==> config.mk <==
export PLATFORM = sky130hd
export DESIGN_NAME = reduce_config_sequencer
export DESIGN_NICKNAME = d
export VERILOG_FILES = /design/src/rtl/reduce_cfg_pkg.sv /design/src/rtl/cfg_image_ram.sv /design/src/rtl/reduce_config_sequencer.sv
export SDC_FILE = /design/constraint.sdc
export NUM_CORES = 1
export LEC_CHECK = 0
export BUFFER_PORTS_ARGS = -buffer_cell sky130_fd_sc_hd__buf_2
export CAP_MARGIN = 20
export CELL_PAD_IN_SITES_DETAIL_PLACEMENT = 1
export CELL_PAD_IN_SITES_GLOBAL_PLACEMENT = 2
export CORE_MARGIN = 3
export CORE_UTILIZATION = 40
export DETAILED_ROUTE_END_ITERATION = 12
export PLACE_DENSITY_LB_ADDON = 0.08
export SETUP_SLACK_MARGIN = 0.2
export SYNTH_ARGS = -nofsm -noshare
export SYNTH_HDL_FRONTEND = slang
export SYNTH_HIERARCHICAL = 1
export SYNTH_SLANG_ARGS = --single-unit
==> constraint.sdc <==
create_clock -name clk -period 2.9 [get_ports clk]
set_clock_uncertainty 0.1 [all_clocks]
set_input_delay 0.29 -clock clk [delete_from_list [all_inputs] [get_ports clk]]
set_output_delay 0.29 -clock clk [all_outputs]
set_load 0.02 [all_outputs]
==> src/rtl/reduce_cfg_pkg.sv <==
// Shared definitions for the reduce configuration sequencer.
// Provides the sequencer state type, the config ID width and the default
// config ID broadcast while no block is being addressed.
package reduce_cfg_pkg;

  typedef enum logic [2:0] {
    IDLE,
    DRAIN,
    GAP,
    SEND,
    FINAL
  } cfg_state_t;

  localparam int unsigned CFG_ID_W = 8;

  localparam logic [CFG_ID_W-1:0] DEFAULT_IDLE_CONFIG_ID = 8'hFF;

endpackage

==> src/rtl/cfg_image_ram.sv <==
// Firmware image store: DEPTH x 8 RAM, one write port, one combinational
// read port. Contents are not reset.
// Ports:
//   clk   - clock
//   we    - write enable (caller guarantees waddr is in range)
//   waddr - write address
//   wdata - write byte
//   raddr - read address (out-of-range reads return 0)
//   rdata - read byte
module cfg_image_ram #(
  parameter int unsigned DEPTH = 12,
  parameter int unsigned AW    = 4
) (
  input  logic          clk,
  input  logic          we,
  input  logic [AW-1:0] waddr,
  input  logic [7:0]    wdata,
  input  logic [AW-1:0] raddr,
  output logic [7:0]    rdata
);

  localparam logic [AW:0] DEPTH_W = (AW+1)'(DEPTH);

  logic [7:0] mem [DEPTH];

  always_ff @(posedge clk) begin
    if (we) begin
      mem[waddr] <= wdata;
    end
  end

  always_comb begin
    rdata = '0;
    if ({1'b0, raddr} < DEPTH_W) begin
      rdata = mem[raddr];
    end
  end

endmodule

==> src/rtl/reduce_config_sequencer.sv <==
// Reconfiguration sequencer for the trace pipeline's configurable blocks.
// Waits for the pipeline to drain, drops tracing, streams each block's
// firmware bytes on configId/configData (with an idle-ID gap before every
// block), then restores tracing and pulses done.
// Ports:
//   clk, rst_n            - clock, asynchronous active-low reset
//   start                 - one-cycle reconfiguration request (ignored while busy)
//   valid_in              - first pipeline stage valid, for drain detection
//   img_we/img_addr/img_data - host image write port (addr = block*MAX_CHAINS+chain)
//   tracing               - global tracing enable
//   configId/configData   - config broadcast bus
//   busy                  - sequence in progress
//   done                  - one-cycle pulse when tracing is restored
//   img_err               - sticky: image write attempted while busy
module reduce_config_sequencer
  import reduce_cfg_pkg::*;
#(
  parameter int unsigned         MAX_CHAINS     = 4,
  parameter int unsigned         NUM_BLOCKS     = 3,
  parameter logic [CFG_ID_W-1:0] IDLE_CONFIG_ID = DEFAULT_IDLE_CONFIG_ID,
  parameter int unsigned         DRAIN_CYCLES   = 4
) (
  input  logic                                     clk,
  input  logic                                     rst_n,
  input  logic                                     start,
  input  logic                                     valid_in,
  input  logic                                     img_we,
  input  logic [$clog2(NUM_BLOCKS*MAX_CHAINS)-1:0] img_addr,
  input  logic [7:0]                               img_data,
  output logic                                     tracing,
  output logic [CFG_ID_W-1:0]                      configId,
  output logic [7:0]                               configData,
  output logic                                     busy,
  output logic                                     done,
  output logic                                     img_err
);

  localparam int unsigned DEPTH = NUM_BLOCKS * MAX_CHAINS;
  localparam int unsigned AW    = $clog2(DEPTH);
  localparam int unsigned QW    = $clog2(DRAIN_CYCLES + 2);
  localparam int unsigned BW    = $clog2(NUM_BLOCKS + 1);
  localparam int unsigned IW    = $clog2(MAX_CHAINS + 1);
  localparam logic [AW:0] DEPTH_W = (AW+1)'(DEPTH);

  cfg_state_t          state_q, state_d;
  logic [QW-1:0]       quiet_q, quiet_d;
  logic [BW-1:0]       blk_q, blk_d;
  logic [IW-1:0]       idx_q, idx_d;
  logic                tracing_q, tracing_d;
  logic [CFG_ID_W-1:0] cfg_id_q, cfg_id_d;
  logic [7:0]          cfg_data_q, cfg_data_d;
  logic                busy_q, busy_d;
  logic                done_q, done_d;
  logic                img_err_q, img_err_d;

  logic                wr_en;
  logic [AW-1:0]       rd_addr;
  logic [7:0]          rd_data;
  logic [QW-1:0]       quiet_inc;

  assign wr_en     = img_we && !busy_q && ({1'b0, img_addr} < DEPTH_W);
  assign img_err_d = img_err_q | (img_we & busy_q);
  assign quiet_inc = quiet_q + QW'(1);

  // The read address follows the next-state block/index so the registered
  // configData lands in the same cycle as its configId.
  assign rd_addr = AW'(blk_d) * AW'(MAX_CHAINS) + AW'(idx_d);

  cfg_image_ram #(
    .DEPTH (DEPTH),
    .AW    (AW)
  ) u_ram (
    .clk   (clk),
    .we    (wr_en),
    .waddr (img_addr),
    .wdata (img_data),
    .raddr (rd_addr),
    .rdata (rd_data)
  );

  always_comb begin
    state_d   = state_q;
    quiet_d   = quiet_q;
    blk_d     = blk_q;
    idx_d     = idx_q;
    tracing_d = tracing_q;
    busy_d    = busy_q;
    done_d    = 1'b0;

    case (state_q)
      IDLE: begin
        tracing_d = 1'b1;
        if (start) begin
          busy_d = 1'b1;
          blk_d  = '0;
          idx_d  = '0;
          if (DRAIN_CYCLES == 0) begin
            state_d   = GAP;
            tracing_d = 1'b0;
          end else begin
            state_d = DRAIN;
            quiet_d = '0;
          end
        end
      end
      DRAIN: begin
        if (valid_in) begin
          quiet_d = '0;
        end else begin
          quiet_d = quiet_inc;
          if (quiet_inc == QW'(DRAIN_CYCLES)) begin
            state_d   = GAP;
            blk_d     = '0;
            tracing_d = 1'b0;
          end
        end
      end
      GAP: begin
        state_d = SEND;
        idx_d   = '0;
      end
      SEND: begin
        if (idx_q == IW'(MAX_CHAINS - 1)) begin
          if (blk_q < BW'(NUM_BLOCKS - 1)) begin
            blk_d   = blk_q + BW'(1);
            state_d = GAP;
          end else begin
            state_d = FINAL;
          end
        end else begin
          idx_d = idx_q + IW'(1);
        end
      end
      FINAL: begin
        state_d   = IDLE;
        tracing_d = 1'b1;
        busy_d    = 1'b0;
        done_d    = 1'b1;
      end
      default: begin
        state_d   = IDLE;
        tracing_d = 1'b1;
        busy_d    = 1'b0;
      end
    endcase

    cfg_id_d   = IDLE_CONFIG_ID;
    cfg_data_d = '0;
    if (state_d == SEND) begin
      cfg_id_d   = CFG_ID_W'(blk_d);
      cfg_data_d = rd_data;
    end
  end

  always_ff @(posedge clk or negedge rst_n) begin
    if (!rst_n) begin
      state_q    <= IDLE;
      quiet_q    <= '0;
      blk_q      <= '0;
      idx_q      <= '0;
      tracing_q  <= 1'b1;
      cfg_id_q   <= IDLE_CONFIG_ID;
      cfg_data_q <= '0;
      busy_q     <= 1'b0;
      done_q     <= 1'b0;
      img_err_q  <= 1'b0;
    end else begin
      state_q    <= state_d;
      quiet_q    <= quiet_d;
      blk_q      <= blk_d;
      idx_q      <= idx_d;
      tracing_q  <= tracing_d;
      cfg_id_q   <= cfg_id_d;
      cfg_data_q <= cfg_data_d;
      busy_q     <= busy_d;
      done_q     <= done_d;
      img_err_q  <= img_err_d;
    end
  end

  assign tracing    = tracing_q;
  assign configId   = cfg_id_q;
  assign configData = cfg_data_q;
  assign busy       = busy_q;
  assign done       = done_q;
  assign img_err    = img_err_q;

endmodule

**Word-level counts from Yosys, hierarchy flattened**

Memories as Yosys holds them, arrays and structs flattened.
Index checks and enable logic that the tools add are counted.

- Add/subtract/negate cells: 4
- Order comparisons: 3
- Equality and inequality tests: 10
- Mux-type cells: 29
- Bitwise logic cells: 4
- Reductions and logical operators: 10

Operator list:

| operator | number |
|---|---|
| two-way mux 3 bit | 9 |
| two-way mux 8 bit | 3 |
| == test 3 x 2 -> 1 bit (second input constant) | 4 |
| case mux 3 bit (4 select lines) | 1 |
| two-way mux 2 bit | 5 |
| case mux 3 bit (3 select lines) | 1 |
| less-than comparator 4 bit (second input constant) | 2 |
| adder 3 x 1 -> 3 bit (second input constant) | 2 |
| == test 3 bit (second input constant) | 2 |
| two-way mux 1 bit | 6 |
| != test 2 bit (second input constant) | 3 |
| case mux 2 bit (3 select lines) | 1 |
| case mux 3 bit (2 select lines) | 1 |
| adder 4 x 3 -> 4 bit | 1 |
| case mux 1 bit (2 select lines) | 2 |
| AND reduction 2 bit | 2 |
| == test 3 x 1 -> 1 bit (second input constant) | 1 |
| zero test 3 bit | 1 |
| AND reduction 3 bit | 1 |
| OR reduction 3 bit | 1 |
| adder 2 x 1 -> 2 bit (second input constant) | 1 |
| logical AND 1 bit | 2 |
| less-than comparator 2 bit (second input constant) | 1 |
| inverter 1 bit | 2 |
| other kinds (5) | 5 |

- Flip-flop bits (word level): 31
- RAM bits: 96
- Input port bits: 17
- Output and inout bits: 20
- Word-level logic and storage cells: 71
- Memories: 1

Memory list:

| memory | words | bits a word | read ports | clocked after memory_dff | wr ports | RTL line | text |
|---|---|---|---|---|---|---|---|
| u_ram.mem | 12 | 8 | 1 | 0 | 1 | cfg_image_ram.sv:24 | `logic [7:0] mem [DEPTH];` |

**Longest topological paths before layout**

Gate-level depths: netlist of the first run.

- Depth after elaboration: 9
- Mapped depth: 13
- Mapped depth without buffers: 12

**By module**

The synthesis of the first run kept the hierarchy.

By module, submodules not included:

| module | instances | cells an instance | area an instance (µm²) | sequential area each (µm²) |
|---|---|---|---|---|
| cfg_image_ram | 1 | 174 | 3782.4 | 2882.8 |
| reduce_config_sequencer | 1 | 112 | 1177.4 | 655.6 |

**Worst setup path after synthesis of the first run**

No wires, ideal clock.

- Kind: register to register
- From: register quiet_q[0]
- To: register cfg_data_q[0] (netlist: configData[0])
- Library setup time: 0.119 ns
- Arrival time: 2.803 ns
- Required time: 2.681 ns
- Slack: -0.122 ns
- Cell stages (with the launch flop): 13
- Buffers on the path: 1
- Clock period less this slack: 3.022 ns
- Path through: dfrtp_1 ha_1 xor2_1 nand3b_1 a221o_1 nand2_1 o21ai_0 ha_1 clkbuf_1 mux4_2 a22oi_1 o21ai_1 and2_1

- Longest elaborated chain between the ends: 9
- Elaborated cells between the ends (all ways): 14
- Those cells by class: add/sub: 2; order compare: 1; eq/ne: 2; mux: 8; memory: 1

RTL lines:

| element | RTL line | text |
|---|---|---|
| start, declared | reduce_config_sequencer.sv:46 | `logic [QW-1:0] quiet_q, quiet_d;` |
| start signal, assigned | reduce_config_sequencer.sv:169 | `quiet_q <= quiet_d;` |
| adder 3 x 1 -> 3 bit (*) | reduce_config_sequencer.sv:63 | `assign quiet_inc = quiet_q + QW'(1);` |
| == test 3 bit (*) | reduce_config_sequencer.sv:111 | `if (quiet_inc == QW'(DRAIN_CYCLES)) begin` |
| two-way mux 2 bit (*) | reduce_config_sequencer.sv:111 |  |
| two-way mux 2 bit (*) | reduce_config_sequencer.sv:107 | `if (valid_in) begin` |
| case mux 2 bit (3 select lines) (*) | reduce_config_sequencer.sv:90 | `case (state_q)` |
| named net blk_d[0] | reduce_config_sequencer.sv:47 | `logic [BW-1:0] blk_q, blk_d;` |
| adder 4 x 3 -> 4 bit (*) | reduce_config_sequencer.sv:67 | `assign rd_addr = AW'(blk_d) * AW'(MAX_CHAINS) + AW'(idx_d);` |
| named net rd_addr[2] | reduce_config_sequencer.sv:57 | `logic [AW-1:0] rd_addr;` |
| memory (12 x 8 bit) or less-than comparator 4 bit (tied branches) | n/a |  |
| two-way mux 8 bit (*) | cfg_image_ram.sv:34 | `if ({1'b0, raddr} < DEPTH_W) begin` |
| named net rd_data[0] | reduce_config_sequencer.sv:58 | `logic [7:0] rd_data;` |
| two-way mux 8 bit (*) | reduce_config_sequencer.sv:149 | `if (state_d == SEND) begin` |
| named net cfg_data_d[0] | reduce_config_sequencer.sv:51 | `logic [7:0] cfg_data_q, cfg_data_d;` |
| end signal, assigned | reduce_config_sequencer.sv:174 | `cfg_data_q <= cfg_data_d;` |
| end, declared | reduce_config_sequencer.sv:51 |  |

The timed path passes the listed nets; every way through them passes the cells marked *.
A chain may end at the register's enable or synchronous reset.

**Worst setup path after layout of the first run**

- From: register quiet_q[1]
- To: register cfg_data_q[1] (netlist: configData[1])

- Longest elaborated chain between the ends: 9
- Elaborated cells between the ends (all ways): 14
- Those cells by class: add/sub: 2; order compare: 1; eq/ne: 2; mux: 8; memory: 1

RTL lines:

| element | RTL line |
|---|---|
| adder 3 x 1 -> 3 bit (*) | reduce_config_sequencer.sv:63 |
| == test 3 bit (*) | reduce_config_sequencer.sv:111 |
| two-way mux 2 bit (*) | reduce_config_sequencer.sv:111 |
| two-way mux 2 bit (*) | reduce_config_sequencer.sv:107 |
| case mux 2 bit (3 select lines) (*) | reduce_config_sequencer.sv:90 |
| adder 4 x 3 -> 4 bit (*) | reduce_config_sequencer.sv:67 |
| named net rd_addr[3] | reduce_config_sequencer.sv:57 |
| memory (12 x 8 bit) or less-than comparator 4 bit (tied branches) | n/a |
| two-way mux 8 bit (*) | cfg_image_ram.sv:34 |
| named net rd_data[1] | reduce_config_sequencer.sv:58 |
| two-way mux 8 bit (*) | reduce_config_sequencer.sv:149 |
| named net cfg_data_d[1] | reduce_config_sequencer.sv:51 |

Marks and branches as above.

==> results of run 1 <==
[kinds of logic (layout without fill, tap and decap cells)]
| group | Yosys count | in the layout |
|---|---|---|
| AOI/OAI and AO/OA | 41 | 41 |
| muxes | 24 | 24 |
| xor gates and xnor gates | 2 | 2 |
| DFF | 122 | 122 |
| buffers and inverters | 29 | 120 |
| adders and majority gates | 5 | 5 |
| and+or+nand+nor | 63 | 63 |
[flip-flops by register name, indices dropped and copies added (netlist names)]
register and count:
busy 1, tracing 1, u_ram/mem 96, img_err 1
quiet_q 3, blk_q 2, done 1, idx_q 3
configData 8, configId 3, state_q 3
[how the worst min path moves through the flow]
stage | cells after the start | start | end | slack, ps
detailed placement | 1 | rst_n | done$_DFF_PN0_ | 240
global placement | 1 | rst_n | done$_DFF_PN0_ | 240
floorplan | 0 | rst_n | blk_q[0]$_DFF_PN0_ | -110
global route | 1 | img_data[5] | u_ram/mem[8][5]$_DFFE_PP_ | 130
finish | 1 | img_data[4] | u_ram/mem[6][4]$_DFFE_PP_ | 110
CTS | 1 | img_data[4] | u_ram/mem[6][4]$_DFFE_PP_ | 90
[cell usage after synthesis, drive strengths merged, types with 2 or more instances]
cell and n:
a211oi 2, a21oi 8, a22o 3, a22oi 8
and2 9, buf 9, clkbuf 6, dfrtp 22
dfstp 4, edfxtp 96, ha 5, inv 14
mux4 24, nand2 10, nand2b 5, nand3b 4
nor2 20, nor2b 5, nor3 3, o211ai 2
o21ai 15, or2 2
[critical path, cell delays in order, from the launching register on]
cell	delay [ps]
dfrtp_1	420
ha_4	190
xor2_2	130
nand3b_1	110
a221o_1	350
buf_4	160
a21oi_4	210
xnor2_4	160
buf_6	160
mux4_2	320
a22oi_2	200
o21ai_1	80
and2_1	130
[per-layer routing]
layer / share of wire, % / GRT usage [%]
met5: 0 / 0
met4: 1.9 / 7.625
met3: 4.0 / 4.870
met2: 49 / 27.46
met1: 45 / 23.17
[stage by stage]
stage	cell area [µm²]	setup TNS [ps]	util (%)
global placement	5475	0	45.39
CTS	6180	0	51.23
finish	6212	0	51.50
floorplan	4994	0	-
global route	6212	-238.1	51.50
detailed placement	5475	-91.63	45.39
[final cells by class]
type,instances,area [µm²],share of cell area (%)
timing repair buffer,74,519.2,8.359
tap,168,210.2,3.384
clock inverter,5,48.80,0.7855
sequential,122,3538,56.96
multi-input combinational,135,1360,21.89
inverter,14,52.55,0.8459
clock buffer,27,483.0,7.774
[power by group]
group	internal (mW)	switching (mW)
combinational	1.27	1.28
sequential	2.05	0.0960
clock	1.21	0.693
total	4.53	2.07
[cell usage in the layout, fill, tap and decap left out, drive strengths merged, types with 5 or more instances in the layout]
cell type,n
a22oi,8
buf,72
clkbuf,27
ha,5
inv,14
nand2b,5
a21oi,8
nand2,10
o21ai,15
dfrtp,22
mux4,24
and2,9
nor2,20
nor2b,5
edfxtp,96
[what timing repair did]
action                                 in CTS  in global routing
pin swaps                                  12                  4
buffers inserted                            7                  2
endpoints found under the hold margin      23                  0
gates resized for setup                    19                  5
hold buffers                                2                  0
setup endpoints to repair                   8                  8
gates cloned                                2                  0
==> flow_summary.ini, run 1 <==
[critical_path]
reg2regPathDepth = 12
cp.required_ps = 3100
worstSetupStartpointType = flip-flop
critPathKind = reg -> reg
r2r_slack_ps = 70
cp-end-kind = flip-flop
arrival_ps = 3020
r2r-end = configData[1]$_DFF_PN0_
rr_startpoint = quiet_q[1]$_DFFE_PN0P_
startpoint = quiet_q[1]$_DFFE_PN0P_
critical_path.endpoint = configData[1]$_DFF_PN0_
path_max_fanout = 5

[synth]
synth_compound_area_share_pct = 5.272
synth-seq-cells = 122
avgSynthCellArea_um2 = 17.34
synth_sequential_area_ratio_pct = 71.34
yosys.area_share.adder_pct = 1.261
synth_ff_type = edfxtp_1
ys_async_sr_fraction_pct = 21.31
synthXorXnorAreaFrac_pct = 0.3532
synth-edff-count = 96
synth_top_area_share_pct = 58.12
synth_simple_gate_area_share_pct = 6.584
synth_top_family_by_area = multiplexers
synth_warnings = 6
synth_cell_types = 38
synth_area_um2 = 4960
synth_fp_nets = 308
synth_largest_area_cell = edfxtp_1
synth_cells = 286
synth.mux.area_fraction_pct = 11.96
netlist_top_cells_area = edfxtp_1 (58%), dfrtp_1 (11%), mux4_1 (7.4%), mux4_2 (4.5%), dfstp_2 (2.1%)

[floorplanning]
placementRows = 40
initial_core_util_pct = 41.12
io_pins = 37
die_x_um = 117.4
dieArea_um2 = 13770
die_h_um = 117.4
core_um2 = 12060

[cts]
insertion_delay_ps = 410
htreeDepth = 4
cts_made_buffers = 17
clk_path_buf_depth = 2
cts_root_buf = clkbuf_16
clkTransAtPathRegs_ps = 50
cts_tree = yes
cts_sinks = 122

[final_layout]
antenna_cells = 0
syn_to_final_growth_pct = 25.25
drive_above_1_share_pct = 34.48
fin_nets = 386
fin_cells = 545
fillers = 1140

[power_and_ir_drop]
p_total_mw = 6.597
vdd_drop_max_mv = 0.3844
p_per_area_nw_per_um2 = 1062
leakagePower_nw = 2.303

[routing]
ant_nets = 0
vias = 2799
wl_per_cell_um = 20.82
firstDrtPassIters = 4
drc = 0
drt_iter0_markers = 137
totalWireLength_mm = 11.35
viasPerCell = 5.136

[placed_design]
dpl.cell_count = 500
dp_hpwl_mm = 7.264
routabilityCongestion = 0.7117
portBuffers = 36
dp_slack_ps = -43.64

[timing]
period_minus_slack_ps = 2827
fin_ws_ps = 73.21
rsz0062_at_grt = yes
finalHoldViolations = 0
slew_headroom_pct = 57.82
fmax_mhz = 353.8
setup_viol = 0
period_share_pct = 97.48
hold_ws_ps = 112.4
worst_pin_slew_ps = 632.6
slew_violations = 0

[status]
status = finished, final reports clean

[global_route]
grt-ovfl-total = 0
grt_pass1_wl_mm = 17.89
antenna_found_initial = 0
grt_usage_pct = 17.56
grt_pass1_vias = 3050
grt_max_degree = 27

[min_path]
hold_path_class = in -> reg

[job]
cap_violations = 0
Note: power is estimated with default switching activity, not from simulation.
==> run 2: changes to the inputs <==
Settings changed: CORE_UTILIZATION 40 to 38, SYNTH_HIERARCHICAL 1 to not set.
==> run 2 against run 1 <==
  * Design area rose by 3.5%
  * Flip-flop and latch count did not move
  * Sequential power fell by 6%
  * Register-to-register slack improved by 190 ps
  * Largest power group is now the clock network
==> flow_summary.ini, run 2 <==
[critical_path]
cp.required_ps = 3140
rr_startpoint = quiet_q[1]$_DFFE_PN0P_
cp_cell_sequence = ha_2 > xor2_2 > nand2_2 > a21oi_2 > o32ai_2 > ha_1 > or3_4 > mux2i_4 > buf_12 > buf_6 > a32oi_2 > o21ai_1
reg2regPathDepth = 12
arrival_ps = 2880
r2r-end = configData[1]$_DFF_PN0_
critPathKind = reg -> reg
path_max_fanout = 7
cp-end-kind = flip-flop
worst_path_max_delay_cell = or3_4
worstSetupStartpointType = flip-flop
slowest_delay_ps = 410
r2r_slack_ps = 260
startpoint = quiet_q[1]$_DFFE_PN0P_

[routing]
wl_per_cell_um = 19.98
drt_iter0_markers = 245
totalWireLength_mm = 13.27
drc = 0
viasPerCell = 5.139
ant_nets = 0
firstDrtPassIters = 4
vias = 3412

[synth]
avgSynthCellArea_um2 = 12.74
synth-edff-count = 96
synth_area_um2 = 5209
synth_common_cells = edfxtp_1 (96), nand2_1 (76), a21oi_1 (40)
netlist_top_cells_area = edfxtp_1 (55%), dfrtp_1 (11%), nand2_1 (5.5%), a21oi_1 (3.8%), nand3_1 (3.1%)
synth_warnings = 0
synth_cells = 409
ys_async_sr_fraction_pct = 21.31
synth.most_common_cell = edfxtp_1
synth-seq-cells = 122
synth_ff_type = edfxtp_1
synth_fp_nets = 431
synth_sequential_area_ratio_pct = 67.93
synth_largest_area_cell = edfxtp_1
synth_cell_types = 51
synth_top_area_share_pct = 55.34

[final_layout]
antenna_cells = 0
layout_commonest_cell = edfxtp_1
fin_nets = 498
syn_to_final_growth_pct = 23.44
drive_above_1_share_pct = 28.28
largest-register = u_ram.mem
fin_cells = 664
largest_reg_flops = 96
final_cell_mix = edfxtp_1 (96), nand2_1 (74), a21oi_1 (40)
fin_util_pct = 48.17
finish.instance_area_um2 = 6430

[global_route]
grt_pass1_vias = 3632
grt-ovfl-total = 0
grt_max_degree = 34
antenna_found_initial = 0
grt_pass1_wl_mm = 20.60
grt_usage_pct = 18.89

[cts]
cts_tree = yes
cts_sinks = 122
htreeDepth = 4
clk_path_buf_depth = 2
cts_made_buffers = 17
cts_root_buf = clkbuf_16
insertion_delay_ps = 410
clkTransAtPathRegs_ps = 60

[status]
status = finished, final reports clean

[power_and_ir_drop]
p_per_area_nw_per_um2 = 856.2
leakagePower_nw = 2.417
p_total_mw = 5.506
vdd_drop_max_mv = 0.4406

[floorplanning]
dieArea_um2 = 15150
io_pins = 37
die_x_um = 123.1
initial_core_util_pct = 39.02
die_h_um = 123.1
core_um2 = 13350
placementRows = 42

[job]
cap_violations = 0

[min_path]
hold_path_class = in -> reg
hold_path_end = u_ram.mem[11][5]$_DFFE_PP_
hold_path_startpoint = img_data[5]
worstHoldPathCells = 1

[timing]
finalHoldViolations = 0
fin_ws_ps = 258.4
worst_pin_slew_ps = 797.0
rsz0062_at_grt = yes
slew_headroom_pct = 46.67
period_minus_slack_ps = 2642
period_share_pct = 91.09
fmax_mhz = 378.6
hold_ws_ps = 107.2
fin_tns_setup_ps = 0
setup_viol = 0
slew_violations = 0

[placed_design]
portBuffers = 36
dpl-instance-area_um2 = 5630
routabilityCongestion = 0.7705
dp_hpwl_mm = 8.848
dpl.cell_count = 623
dp_slack_ps = -2.840
run 2: cell count changes after synthesis, sizes merged, moves of 8 or more:
| cell | delta |
|---|---|
| mux4 | -24 |
| nand2 | +66 |
| nand3 | +32 |
| buf | +10 |
| a21oi | +34 |
| mux2i | +11 |
| a22oi | -8 |
run 2: per-layer routing:
layer	global-route usage [%]	vias up	wire length (µm)
met1	24.28	1727	6138
met3	4.163	8	377
met5	0	-	0
met2	31.84	58	6605
met4	6.228	0	144
li1	-	1619	-
run 2: power breakdown:
part / internal, mW / switching [mW] / total (mW) / leakage (nW)
registers: 1.96 / 0.0531 / 2.01 / 1.19
logic: 0.479 / 0.894 / 1.37 / 0.933
clock network: 1.35 / 0.773 / 2.12 / 0.293
total: 3.78 / 1.72 / 5.51 / 2.42
run 2: worst max-delay path, delay by kind of cell (launching register included):
family	cells	cell delay, ps
fa+ha+maj	2	540
buf+inv	2	250
mux	1	180
xor+xnor	1	160
simple gates	2	500
compound gates	4	430
flops	1	400
run 2: kinds of logic after synthesis:
logic type | after synthesis | share of synthesized area, %
xor gates and xnor gates | 2 | 0.6967
adders and majority gates | 5 | 1.201
DFF | 122 | 67.93
muxes | 12 | 2.474
buffers and inverters | 29 | 3.987
AOI/OAI and AO/OA | 77 | 9.273
and+or+nand+nor | 162 | 14.44
run 2: layout make-up:
type / instances / area, µm²
Sequential cell: 122 / 3540
Clock inverter: 14 / 173.9
Inverter: 7 / 31.28
Tap cell: 176 / 220.2
Timing Repair Buffer: 70 / 473.0
Fill cell: 1405 / 6918
Clock buffer: 17 / 425.4
Multi-Input combinational cell: 258 / 1567
run 2: how the worst max path moves through the flow:
stage                                   end  slack [ps]  depth (start not counted)
floorplan           configData[6]$_DFF_PN0_         240                         10
global placement    configData[4]$_DFF_PN0_         140                         10
detailed placement  configData[3]$_DFF_PN0_          -3                         10
CTS                 configData[1]$_DFF_PN0_         200                         12
global route        configData[1]$_DFF_PN0_         150                         12
finish              configData[1]$_DFF_PN0_         260                         12
run 2: timing repair:
action / in CTS / in global routing
resized for setup: 9 / 10
endpoints found under the hold margin: 23 / 0
pin swaps: 1 / 6
gates cloned: 0 / 0
setup buffers: 4 / 4
hold buffers: 2 / 0
setup endpoints to repair: 8 / 8
==> run 3: changes to the inputs <==
Settings changed: ABC_AREA set to 1, CORE_UTILIZATION 38 to 36.
Clock period 2.9 ns to 2.15 ns, I/O delays scaled along.
==> run 3 against run 2 <==
  * The run now ends with negative setup slack left
  * Core utilization fell by 0.91 points
  * Cell count rose by 15%
  * Sequential share of layout area fell by 1.9 points
  * Routed wire length rose by 11%
==> flow_summary.ini, run 3 <==
[synth]
synth-seq-cells = 122
synth_largest_area_cell = edfxtp_1
synth_common_cells = nand2_1 (111), nand3_1 (103), edfxtp_1 (96)
synth_ff_type = edfxtp_1
synth.most_common_cell = nand2_1
avgSynthCellArea_um2 = 10.77
synth_sequential_area_ratio_pct = 66.92
synth_cell_types = 31
synth_warnings = 0
ys_async_sr_fraction_pct = 21.31
synth-edff-count = 96
synth_area_um2 = 5288
synth_top_area_share_pct = 54.52
netlist_top_cells_area = edfxtp_1 (55%), dfrtp_1 (10%), nand3_1 (9.7%), nand2_1 (7.9%), nor2_1 (3.8%)
synth_fp_nets = 513
synth_cells = 491

[job]
cap_violations = 0

[critical_path]
critical_path.endpoint = configData[2]$_DFF_PN0_
cp.required_ps = 2390
critPathKind = reg -> reg
arrival_ps = 2560
worstSetupStartpointType = flip-flop
r2r-end = configData[2]$_DFF_PN0_
cp-end-kind = flip-flop
startpoint = quiet_q[1]$_DFFE_PN0P_
r2r_slack_ps = -170
reg2regPathDepth = 13
path_max_fanout = 8
rr_startpoint = quiet_q[1]$_DFFE_PN0P_

[global_route]
grt_usage_pct = 19.13
antenna_found_initial = 0
grt_pass1_wl_mm = 23.27
grt_max_degree = 41
grt_pass1_vias = 4117
grt-ovfl-total = 0

[floorplanning]
core_um2 = 14100
die_h_um = 127.2
initial_core_util_pct = 37.51
die_x_um = 127.2
dieArea_um2 = 16180
io_pins = 37
placementRows = 43

[timing]
fin_tns_setup_ps = -1129
hold_ws_ps = 32.30
slew_headroom_pct = 59.74
fin_ws_ps = -174.6
period_minus_slack_ps = 2325
slew_violations = 0
period_share_pct = 108.1
finalHoldViolations = 0
fmax_mhz = 430.2
worst_pin_slew_ps = 604.0
rsz0062_at_grt = yes
setup_viol = 8

[routing]
ant_nets = 0
viasPerCell = 5.064
drt_iter0_markers = 282
firstDrtPassIters = 4
totalWireLength_mm = 14.73
wl_per_cell_um = 19.25
vias = 3874
drc = 0

[final_layout]
fillers = 1537
fin_nets = 594
finish.instance_area_um2 = 6663
drive_above_1_share_pct = 28.21
antenna_cells = 0
final_cell_mix = nand2_1 (104), nand3_1 (101), edfxtp_1 (96)
layout_commonest_cell = nand2_1
fin_cells = 765
fin_util_pct = 47.27
largest_reg_flops = 96
largest-register = u_ram.mem
syn_to_final_growth_pct = 26.01

[cts]
clkTransAtPathRegs_ps = 60
cts_root_buf = clkbuf_16
cts_tree = yes
cts_made_buffers = 17
clk_path_buf_depth = 2
htreeDepth = 4
cts_sinks = 122
insertion_delay_ps = 420

[status]
violations = negative setup slack
status = finished with violations

[placed_design]
dpl.cell_count = 726
routabilityCongestion = 0.8029
dpl-instance-area_um2 = 5926
dp_hpwl_mm = 10.01
dp_slack_ps = -262.8
portBuffers = 36

[power_and_ir_drop]
vdd_drop_max_mv = 0.7854
p_total_mw = 11.68
p_per_area_nw_per_um2 = 1754
leakagePower_nw = 2.785

[min_path]
hold_path_class = in -> reg
-- run 3: changes by cell type after synthesis, sizes merged, moves of 4 or more --
cell,before,now
nor2,25,55
o21ai,17,4
mux2i,11,0
and3,5,0
nor3,4,9
nand3,33,106
nand2b,6,0
nand2,76,117
o311ai,5,1
inv,7,35
a21oi,42,3
-- run 3: kinds of logic after synthesis --
| family | Yosys count | share of synthesized area (%) |
|---|---|---|
| AO/OA/AOI/OAI | 12 | 1.444 |
| flip-flops | 122 | 66.92 |
| AND/OR/NAND/NOR | 293 | 24.92 |
| buffers and inverters | 59 | 5.537 |
| adder cells (fa/ha/maj) | 5 | 1.183 |
-- run 3: worst max-delay path, stage by stage, from the launching register on --
cell and delay (ps):
dfrtp_1 410, ha_2 220, nand2_2 80, nand3_2 100, nand2_2 100, inv_2 60
nor3_4 130, o22ai_2 110, ha_4 180, inv_2 50, nand4_1 220, nand3_4 210
nand3_1 90, nor2_1 160
-- run 3: final cells by class --
| type | instances | area [µm²] | share of cell area [%] |
|---|---|---|---|
| repair buffers | 85 | 603.1 | 9.052 |
| clock buffers | 17 | 425.4 | 6.385 |
| well taps | 180 | 225.2 | 3.380 |
| clock inverters | 15 | 163.9 | 2.460 |
| inverters | 36 | 140.1 | 2.103 |
| flip-flops and latches | 122 | 3540 | 53.13 |
| multi-input cells | 310 | 1565 | 23.49 |
-- run 3: timing repair --
| item | in CTS | in global routing |
|---|---|---|
| setup endpoints to repair | 14 | 15 |
| hold endpoints to repair | 23 | 0 |
| gates resized for setup | 11 | 15 |
| pin swaps | 9 | 7 |
| setup buffers | 2 | 3 |
| hold buffers | 2 | 0 |
-- run 3: metal layers --
layer | vias up | global-route usage [%] | routed length, µm
met5 | - | 0 | 0
met4 | 0 | 6.688 | 233
met3 | 17 | 4.431 | 513
met2 | 79 | 31.16 | 7264
met1 | 1934 | 25.27 | 6716
li1 | 1844 | - | -
-- run 3: worst min-delay path by stage --
stage / startpoint / endpoint / slack, ps / cells after the start
3_5_place_dp: rst_n / done$_DFF_PN0_ / 160 / 1
4_1_cts: start / busy$_DFFE_PN0P_ / 30 / 3
6_report: start / busy$_DFFE_PN0P_ / 30 / 3
3_3_place_gp: rst_n / quiet_q[2]$_DFFE_PN0P_ / 160 / 1
2_1_floorplan: rst_n / blk_q[0]$_DFF_PN0_ / -180 / 0
5_1_grt: img_data[3] / u_ram.mem[11][3]$_DFFE_PP_ / 50 / 1
-- run 3: power breakdown --
part / internal, mW / switching [mW] / total, mW
clock network: 1.73 / 1.13 / 2.86
logic: 2.03 / 3.85 / 5.88
registers: 2.82 / 0.122 / 2.94
